--- src/rtl/ili_spi_slave_rx.sv ---
// ili_spi_slave_rx
// -----------------------------------------------------------------------------
// SPI mode-0 slave receiver standing in for the ILI9341 end of the 4-wire
// display link. The pins are oversampled in the clk domain. Bytes are
// assembled MSB-first and tagged command (dc=0) or data (dc=1). They are then
// buffered in a show-ahead FIFO. A host-supplied response byte is shifted out
// on miso, changing on falling sclk edges so the master can sample it on
// rising edges.
//
// Ports
//   clk          system clock, at least 4x the sclk frequency
//   rst          asynchronous active-low reset
//   i_sclk       SPI clock from the master, idle low
//   i_cs         chip select, active low
//   i_mosi       serial data from the master
//   i_dc         data/command select (0 = command)
//   i_tx_data    response byte, captured at the start of each byte
//   o_miso       serial response to the master
//   o_data       FIFO head byte (0 when empty)
//   o_is_cmd     FIFO head tag, 1 = byte was received with dc=0
//   o_valid      FIFO not empty
//   i_ready      consumer pops the head when o_valid && i_ready
//   o_overflow   sticky flag: a byte was dropped because the FIFO was full
//   o_frame_err  one-cycle pulse: cs was deasserted in the middle of a byte
//   i_clr_err    clears o_overflow (a new overflow in the same cycle wins)
// -----------------------------------------------------------------------------
module ili_spi_slave_rx #(
  parameter int FIFO_DEPTH  = 4,
  parameter int SYNC_STAGES = 2
) (
  input  logic       clk,
  input  logic       rst,
  input  logic       i_sclk,
  input  logic       i_cs,
  input  logic       i_mosi,
  input  logic       i_dc,
  input  logic [7:0] i_tx_data,
  output logic       o_miso,
  output logic [7:0] o_data,
  output logic       o_is_cmd,
  output logic       o_valid,
  input  logic       i_ready,
  output logic       o_overflow,
  output logic       o_frame_err,
  input  logic       i_clr_err
);

  localparam int AW = $clog2(FIFO_DEPTH);

  typedef enum logic {
    ST_IDLE,
    ST_SHIFT
  } state_t;

  // ---------------------------------------------------------------------------
  // Pin synchronizers and edge detection
  // ---------------------------------------------------------------------------
  logic [SYNC_STAGES-1:0] r_sclk_sync;
  logic [SYNC_STAGES-1:0] r_cs_sync;
  logic [SYNC_STAGES-1:0] r_mosi_sync;
  logic [SYNC_STAGES-1:0] r_dc_sync;
  logic                   r_sclk_d;
  logic                   r_cs_d;

  logic w_sclk_s, w_cs_s, w_mosi_s, w_dc_s;
  logic w_sclk_rise, w_sclk_fall, w_cs_fall;

  assign w_sclk_s = r_sclk_sync[SYNC_STAGES-1];
  assign w_cs_s   = r_cs_sync[SYNC_STAGES-1];
  assign w_mosi_s = r_mosi_sync[SYNC_STAGES-1];
  assign w_dc_s   = r_dc_sync[SYNC_STAGES-1];

  assign w_sclk_rise = w_sclk_s & ~r_sclk_d;
  assign w_sclk_fall = ~w_sclk_s & r_sclk_d;
  assign w_cs_fall   = ~w_cs_s & r_cs_d;

  always_ff @(posedge clk or negedge rst) begin
    if (!rst) begin
      r_sclk_sync <= '0;
      r_cs_sync   <= '1;
      r_mosi_sync <= '0;
      r_dc_sync   <= '0;
      r_sclk_d    <= 1'b0;
      r_cs_d      <= 1'b1;
    end else begin
      r_sclk_sync <= {r_sclk_sync[SYNC_STAGES-2:0], i_sclk};
      r_cs_sync   <= {r_cs_sync[SYNC_STAGES-2:0], i_cs};
      r_mosi_sync <= {r_mosi_sync[SYNC_STAGES-2:0], i_mosi};
      r_dc_sync   <= {r_dc_sync[SYNC_STAGES-2:0], i_dc};
      r_sclk_d    <= w_sclk_s;
      r_cs_d      <= w_cs_s;
    end
  end

  // ---------------------------------------------------------------------------
  // Receive/transmit FSM
  // ---------------------------------------------------------------------------
  state_t     r_state, w_state_next;
  logic [7:0] r_shift_rx, w_shift_rx_next;
  logic [7:0] r_shift_tx, w_shift_tx_next;
  logic [2:0] r_bit_cnt, w_bit_cnt_next;
  logic       r_skip_fall, w_skip_fall_next;
  logic       r_frame_err, w_frame_err_next;
  logic       w_push;
  logic [8:0] w_push_entry;

  always_ff @(posedge clk or negedge rst) begin
    if (!rst) begin
      r_state     <= ST_IDLE;
      r_shift_rx  <= '0;
      r_shift_tx  <= '0;
      r_bit_cnt   <= '0;
      r_skip_fall <= 1'b0;
      r_frame_err <= 1'b0;
    end else begin
      r_state     <= w_state_next;
      r_shift_rx  <= w_shift_rx_next;
      r_shift_tx  <= w_shift_tx_next;
      r_bit_cnt   <= w_bit_cnt_next;
      r_skip_fall <= w_skip_fall_next;
      r_frame_err <= w_frame_err_next;
    end
  end

  always_comb begin
    w_state_next     = r_state;
    w_shift_rx_next  = r_shift_rx;
    w_shift_tx_next  = r_shift_tx;
    w_bit_cnt_next   = r_bit_cnt;
    w_skip_fall_next = r_skip_fall;
    w_frame_err_next = 1'b0;
    w_push           = 1'b0;
    // Entry layout {is_cmd, byte}; the byte includes the bit arriving now.
    w_push_entry     = {~w_dc_s, r_shift_rx[6:0], w_mosi_s};

    unique case (r_state)
      ST_IDLE: begin
        if (w_cs_fall) begin
          w_shift_tx_next  = i_tx_data;
          w_bit_cnt_next   = '0;
          w_skip_fall_next = 1'b0;
          w_state_next     = ST_SHIFT;
        end
      end
      ST_SHIFT: begin
        if (w_cs_s) begin
          // cs released: a nonzero counter means a partial byte is thrown away.
          w_frame_err_next = (r_bit_cnt != 3'd0);
          w_bit_cnt_next   = '0;
          w_state_next     = ST_IDLE;
        end else if (w_sclk_rise) begin
          w_shift_rx_next = {r_shift_rx[6:0], w_mosi_s};
          w_bit_cnt_next  = r_bit_cnt + 3'd1;
          if (r_bit_cnt == 3'd7) begin
            w_push           = 1'b1;
            w_shift_tx_next  = i_tx_data;
            // The falling edge that closes this byte must not shift the
            // freshly loaded response, otherwise its bit 7 would be lost
            // before the master samples it on the next rising edge.
            w_skip_fall_next = 1'b1;
          end
        end else if (w_sclk_fall) begin
          if (r_skip_fall) begin
            w_skip_fall_next = 1'b0;
          end else begin
            w_shift_tx_next = {r_shift_tx[6:0], 1'b0};
          end
        end
      end
      default: begin
        w_state_next = ST_IDLE;
      end
    endcase
  end

  assign o_miso      = (r_state == ST_SHIFT) & r_shift_tx[7];
  assign o_frame_err = r_frame_err;

  // ---------------------------------------------------------------------------
  // Show-ahead FIFO
  // ---------------------------------------------------------------------------
  logic [8:0]  r_mem [FIFO_DEPTH];
  logic [AW:0] r_wr_ptr, r_rd_ptr;
  logic        r_overflow;
  logic        w_empty, w_full, w_pop, w_wr_en;
  logic [8:0]  w_head;

  assign w_empty = (r_wr_ptr == r_rd_ptr);
  assign w_full  = (r_wr_ptr[AW] != r_rd_ptr[AW]) &&
                   (r_wr_ptr[AW-1:0] == r_rd_ptr[AW-1:0]);
  assign w_pop   = ~w_empty & i_ready;
  // A pop in the same cycle frees the slot, so a full FIFO still accepts.
  assign w_wr_en = w_push & (~w_full | w_pop);

  always_ff @(posedge clk) begin
    if (w_wr_en) begin
      r_mem[r_wr_ptr[AW-1:0]] <= w_push_entry;
    end
  end

  always_ff @(posedge clk or negedge rst) begin
    if (!rst) begin
      r_wr_ptr   <= '0;
      r_rd_ptr   <= '0;
      r_overflow <= 1'b0;
    end else begin
      if (w_wr_en) begin
        r_wr_ptr <= r_wr_ptr + {{AW{1'b0}}, 1'b1};
      end
      if (w_pop) begin
        r_rd_ptr <= r_rd_ptr + {{AW{1'b0}}, 1'b1};
      end
      if (w_push && w_full && !w_pop) begin
        r_overflow <= 1'b1;
      end else if (i_clr_err) begin
        r_overflow <= 1'b0;
      end
    end
  end

  // Head is masked while empty so stale RAM contents never reach the outputs.
  assign w_head     = r_mem[r_rd_ptr[AW-1:0]];
  assign o_valid    = ~w_empty;
  assign o_data     = o_valid ? w_head[7:0] : 8'h00;
  assign o_is_cmd   = o_valid & w_head[8];
  assign o_overflow = r_overflow;

endmodule
--- config.mk ---
export PLATFORM = sky130hd
export DESIGN_NAME = ili_spi_slave_rx
export DESIGN_NICKNAME = d
export VERILOG_FILES = /design/src/rtl/ili_spi_slave_rx.sv
export SDC_FILE = /design/constraint.sdc
export NUM_CORES = 1
export LEC_CHECK = 0
export CORE_MARGIN = 1
export CORE_UTILIZATION = 25
export CTS_CLUSTER_SIZE = 12
export DETAILED_ROUTE_END_ITERATION = 6
export PLACE_DENSITY = 0.52
export SYNTH_ARGS = -nofsm -noshare
export SYNTH_HDL_FRONTEND = slang
export SYNTH_SLANG_ARGS = --single-unit
--- constraint.sdc ---
create_clock -name clk -period 2.38 [get_ports clk]
set_input_delay 0.476 -clock clk [delete_from_list [all_inputs] [get_ports clk]]
set_output_delay 0.476 -clock clk [all_outputs]
set_load 0.01 [all_outputs]
==> flow_summary.json <==
{
  "instances_no_fill": 409,
  "fin_area_um2": 3935,
  "drv_slew": 0,
  "rsz0062_at_grt": "false",
  "dieHeight_um": 113.6,
  "die_x_um": 113.6,
  "clock_latency_ns": 0.33,
  "drtIter0Drc": 46,
  "crit_type": "flop to output port",
  "ioPinCount": 29,
  "root_buffer": "clkbuf_16",
  "wl_per_cell_um": 13.26,
  "final_common_cell": "edfxtp_1",
  "fmax_mhz": 441.1,
  "antenna_found_initial": 0,
  "n_fill_cell": 1186,
  "max_slew_margin": 0.5750,
  "postSynthNetCount": 218,
  "ys_warn_count": 0,
  "maxCapViolations": 0,
  "outcome": "finished clean",
  "cts_max_level": 3,
  "fp.dieArea_um2": 12900,
  "ys_types": 35,
  "grt_use_total": 0.09477,
  "synth.avg_cell_area_um2": 16.13,
  "fin_worst_skew_ns": 0.006174,
  "leakagePower_uw": 0.001585,
  "cts_tree": "done",
  "ir_drop_mv": 0.3551,
  "initial_utilization": 0.2581,
  "cts_buffers": 9,
  "arrival_ns": 1.79,
  "grt_max_degree": 27,
  "drc_errors": 0,
  "hold_slack_ns": 0.1733,
  "critPathMaxFanout": 3,
  "required_ns": 1.90,
  "vias": 1647,
  "drt_wl_total_um": 5424,
  "power_density_nw_per_um2": 839.8,
  "fin_crit_sh": 0.9526,
  "finalSetupViolCount": 0,
  "ant_nets": 0,
  "io_buffer_count": 28,
  "area_delta_synth_final_pct": 26.41,
  "place_congestion": 0.6654,
  "fin_nets": 261,
  "finalWorstPathRequiredPeriod_ns": 2.267,
  "hold_path.class": "input port to async pin",
  "hold_viol": 0,
  "final_cell_mix": "36 x edfxtp_1, 34 x dfrtp_1, 17 x clkdlybuf4s50_1",
  "synthCells": 193,
  "multiInputGateArea_um2": 984.7,
  "netlist_area_um2": 3113,
  "clock-sinks": 74,
  "path_clk_slew_ns": 0.06,
  "place_area_um2": 3626,
  "final_layout_size_suffix_gt1_frac": 0.2324,
  "seqCellArea_um2": 2037,
  "startpoint_type": "flop",
  "ys_seq_area_frac": 0.6539,
  "endpoint_kind": "output port",
  "dp_hpwl_um": 3569,
  "cts_buffer_depth": 2,
  "drt_first_pass_iters": 4,
  "rows": 40,
  "grt_pass1_vias": 1759,
  "antenna_cells": 0,
  "finalSetupTns_ns": 0,
  "core-area_um2": 12060,
  "reg2reg_depth": 6,
  "dp.cells": 392,
  "gr-total-overflow": 0,
  "total_power_uw": 3305,
  "synth-seq-cells": 74,
  "grt_pass1_wl_um": 9080,
  "vias_per_cell": 4.027,
  "tightest_slew_ns": 0.6375
}
timing repair:
| action | 4_1_cts | 5_1_grt |
|---|---|---|
| setup buffers | 1 | 0 |
| hold endpoints to repair | 0 | 0 |
| resized for setup | 12 | 2 |
| hold buffers | 0 | 0 |
| endpoints found under the setup margin | 9 | 1 |
per-stage QoR:
step,setup slack [ns],utilization
global placement,0.1306,0.3006
detailed placement,0.1132,0.3006
global route,0.05511,0.3262
floorplan,0.5488,-
finish,0.1128,0.3262
CTS,0.06079,0.3254
sequential cells by signal, summed over array words and instances, names as in the netlist:
signal / cells
r_state: 1
r_cs_sync: 2
r_sclk_sync: 2
r_dc_sync: 2
r_shift_tx: 8
o_frame_err: 1
r_bit_cnt: 3
r_skip_fall: 1
r_rd_ptr: 3
r_mosi_sync: 2
o_overflow: 1
r_sclk_d: 1
r_shift_rx: 7
r_wr_ptr: 3
r_cs_d: 1
r_mem: 36
metal layers:
| metal | track usage | share of wire |
|---|---|---|
| met1 | 0.1215 | 0.48 |
| met2 | 0.1459 | 0.47 |
| met5 | 0 | 0 |
| met4 | 0.03947 | 0.015 |
| met3 | 0.03294 | 0.034 |
cells by family after synthesis:
family / after synthesis / share of synthesized area
adder cells (fa/ha/maj): 9 / 0.03617
AO/OA/AOI/OAI: 26 / 0.07195
buffers and inverters: 19 / 0.03216
AND/OR/NAND/NOR: 37 / 0.07155
XOR/XNOR: 9 / 0.02532
multiplexers: 19 / 0.1089
flip-flops: 74 / 0.6539
path summary, 6_finish.rpt:
| kind | start | slack (ns) | endpoint |
|---|---|---|---|
| max | r_rd_ptr[0]$_DFFE_PN0P_ | 0.11 | o_data[5] |
| min | rst | 0.17 | r_sclk_sync[0]$_DFF_PN0_ |
| max reg2reg | r_sclk_d$_DFF_PN0_ | 0.42 | r_mem[1][0]$_DFFE_PP_ |
| min reg2reg | r_dc_sync[0]$_DFF_PN0_ | 0.34 | r_dc_sync[1]$_DFF_PN0_ |
| max in group asynchronous | rst | 1.63 | r_shift_tx[0]$_DFFE_PN0P_ |
| min in group clk | r_dc_sync[0]$_DFF_PN0_ | 0.34 | r_dc_sync[1]$_DFF_PN0_ |
cell usage after synthesis, drive strengths merged:
library cell | count | area share
dfstp | 3 | 0.025
inv | 10 | 0.012
o41ai | 1 | 0.0028
a2bb2oi | 7 | 0.020
a211oi | 1 | 0.0064
mux2i | 2 | 0.0064
a41oi | 1 | 0.0088
a21oi | 1 | 0.0016
or2 | 1 | 0.0020
clkbuf | 2 | 0.0024
nand4b | 1 | 0.0076
and2 | 14 | 0.029
o22ai | 10 | 0.020
o21ai | 2 | 0.0032
o31ai | 1 | 0.0024
dfrtp | 35 | 0.28
edfxtp | 36 | 0.35
o2bb2ai | 1 | 0.0028
and2b | 1 | 0.0024
buf | 7 | 0.018
a31oi | 1 | 0.0040
nand3 | 2 | 0.0032
mux2 | 8 | 0.037
nor2 | 3 | 0.0036
nand2 | 8 | 0.0096
xnor2 | 7 | 0.020
nor2b | 2 | 0.0040
ha | 9 | 0.036
xor2 | 2 | 0.0056
mux4 | 9 | 0.065
nand2b | 5 | 0.010
cell type report:
type / instances / area share
Inverter: 10 / 0.009539
Multi-Input combinational cell: 100 / 0.2502
Sequential cell: 74 / 0.5176
Clock inverter: 6 / 0.01653
Clock buffer: 10 / 0.05819
Tap cell: 168 / 0.05342
Timing Repair Buffer: 41 / 0.09444
worst max-delay path: stages (launching register included):
cell and delay [ns]:
dfrtp_2 0.38, buf_4 0.14, mux4_2 0.50, and2_1 0.17
dlygate4sd2_1 0.27
where the power goes:
part	total [uW]	internal, uW	leakage, uW	switching (uW)
Clock	1330	815	0.000143	516
Combinational	477	283	0.000650	194
Sequential	1500	1430	0.000792	65.6
Total	3300	2530	0.00158	776
Note: power is estimated with default switching activity, not from simulation.
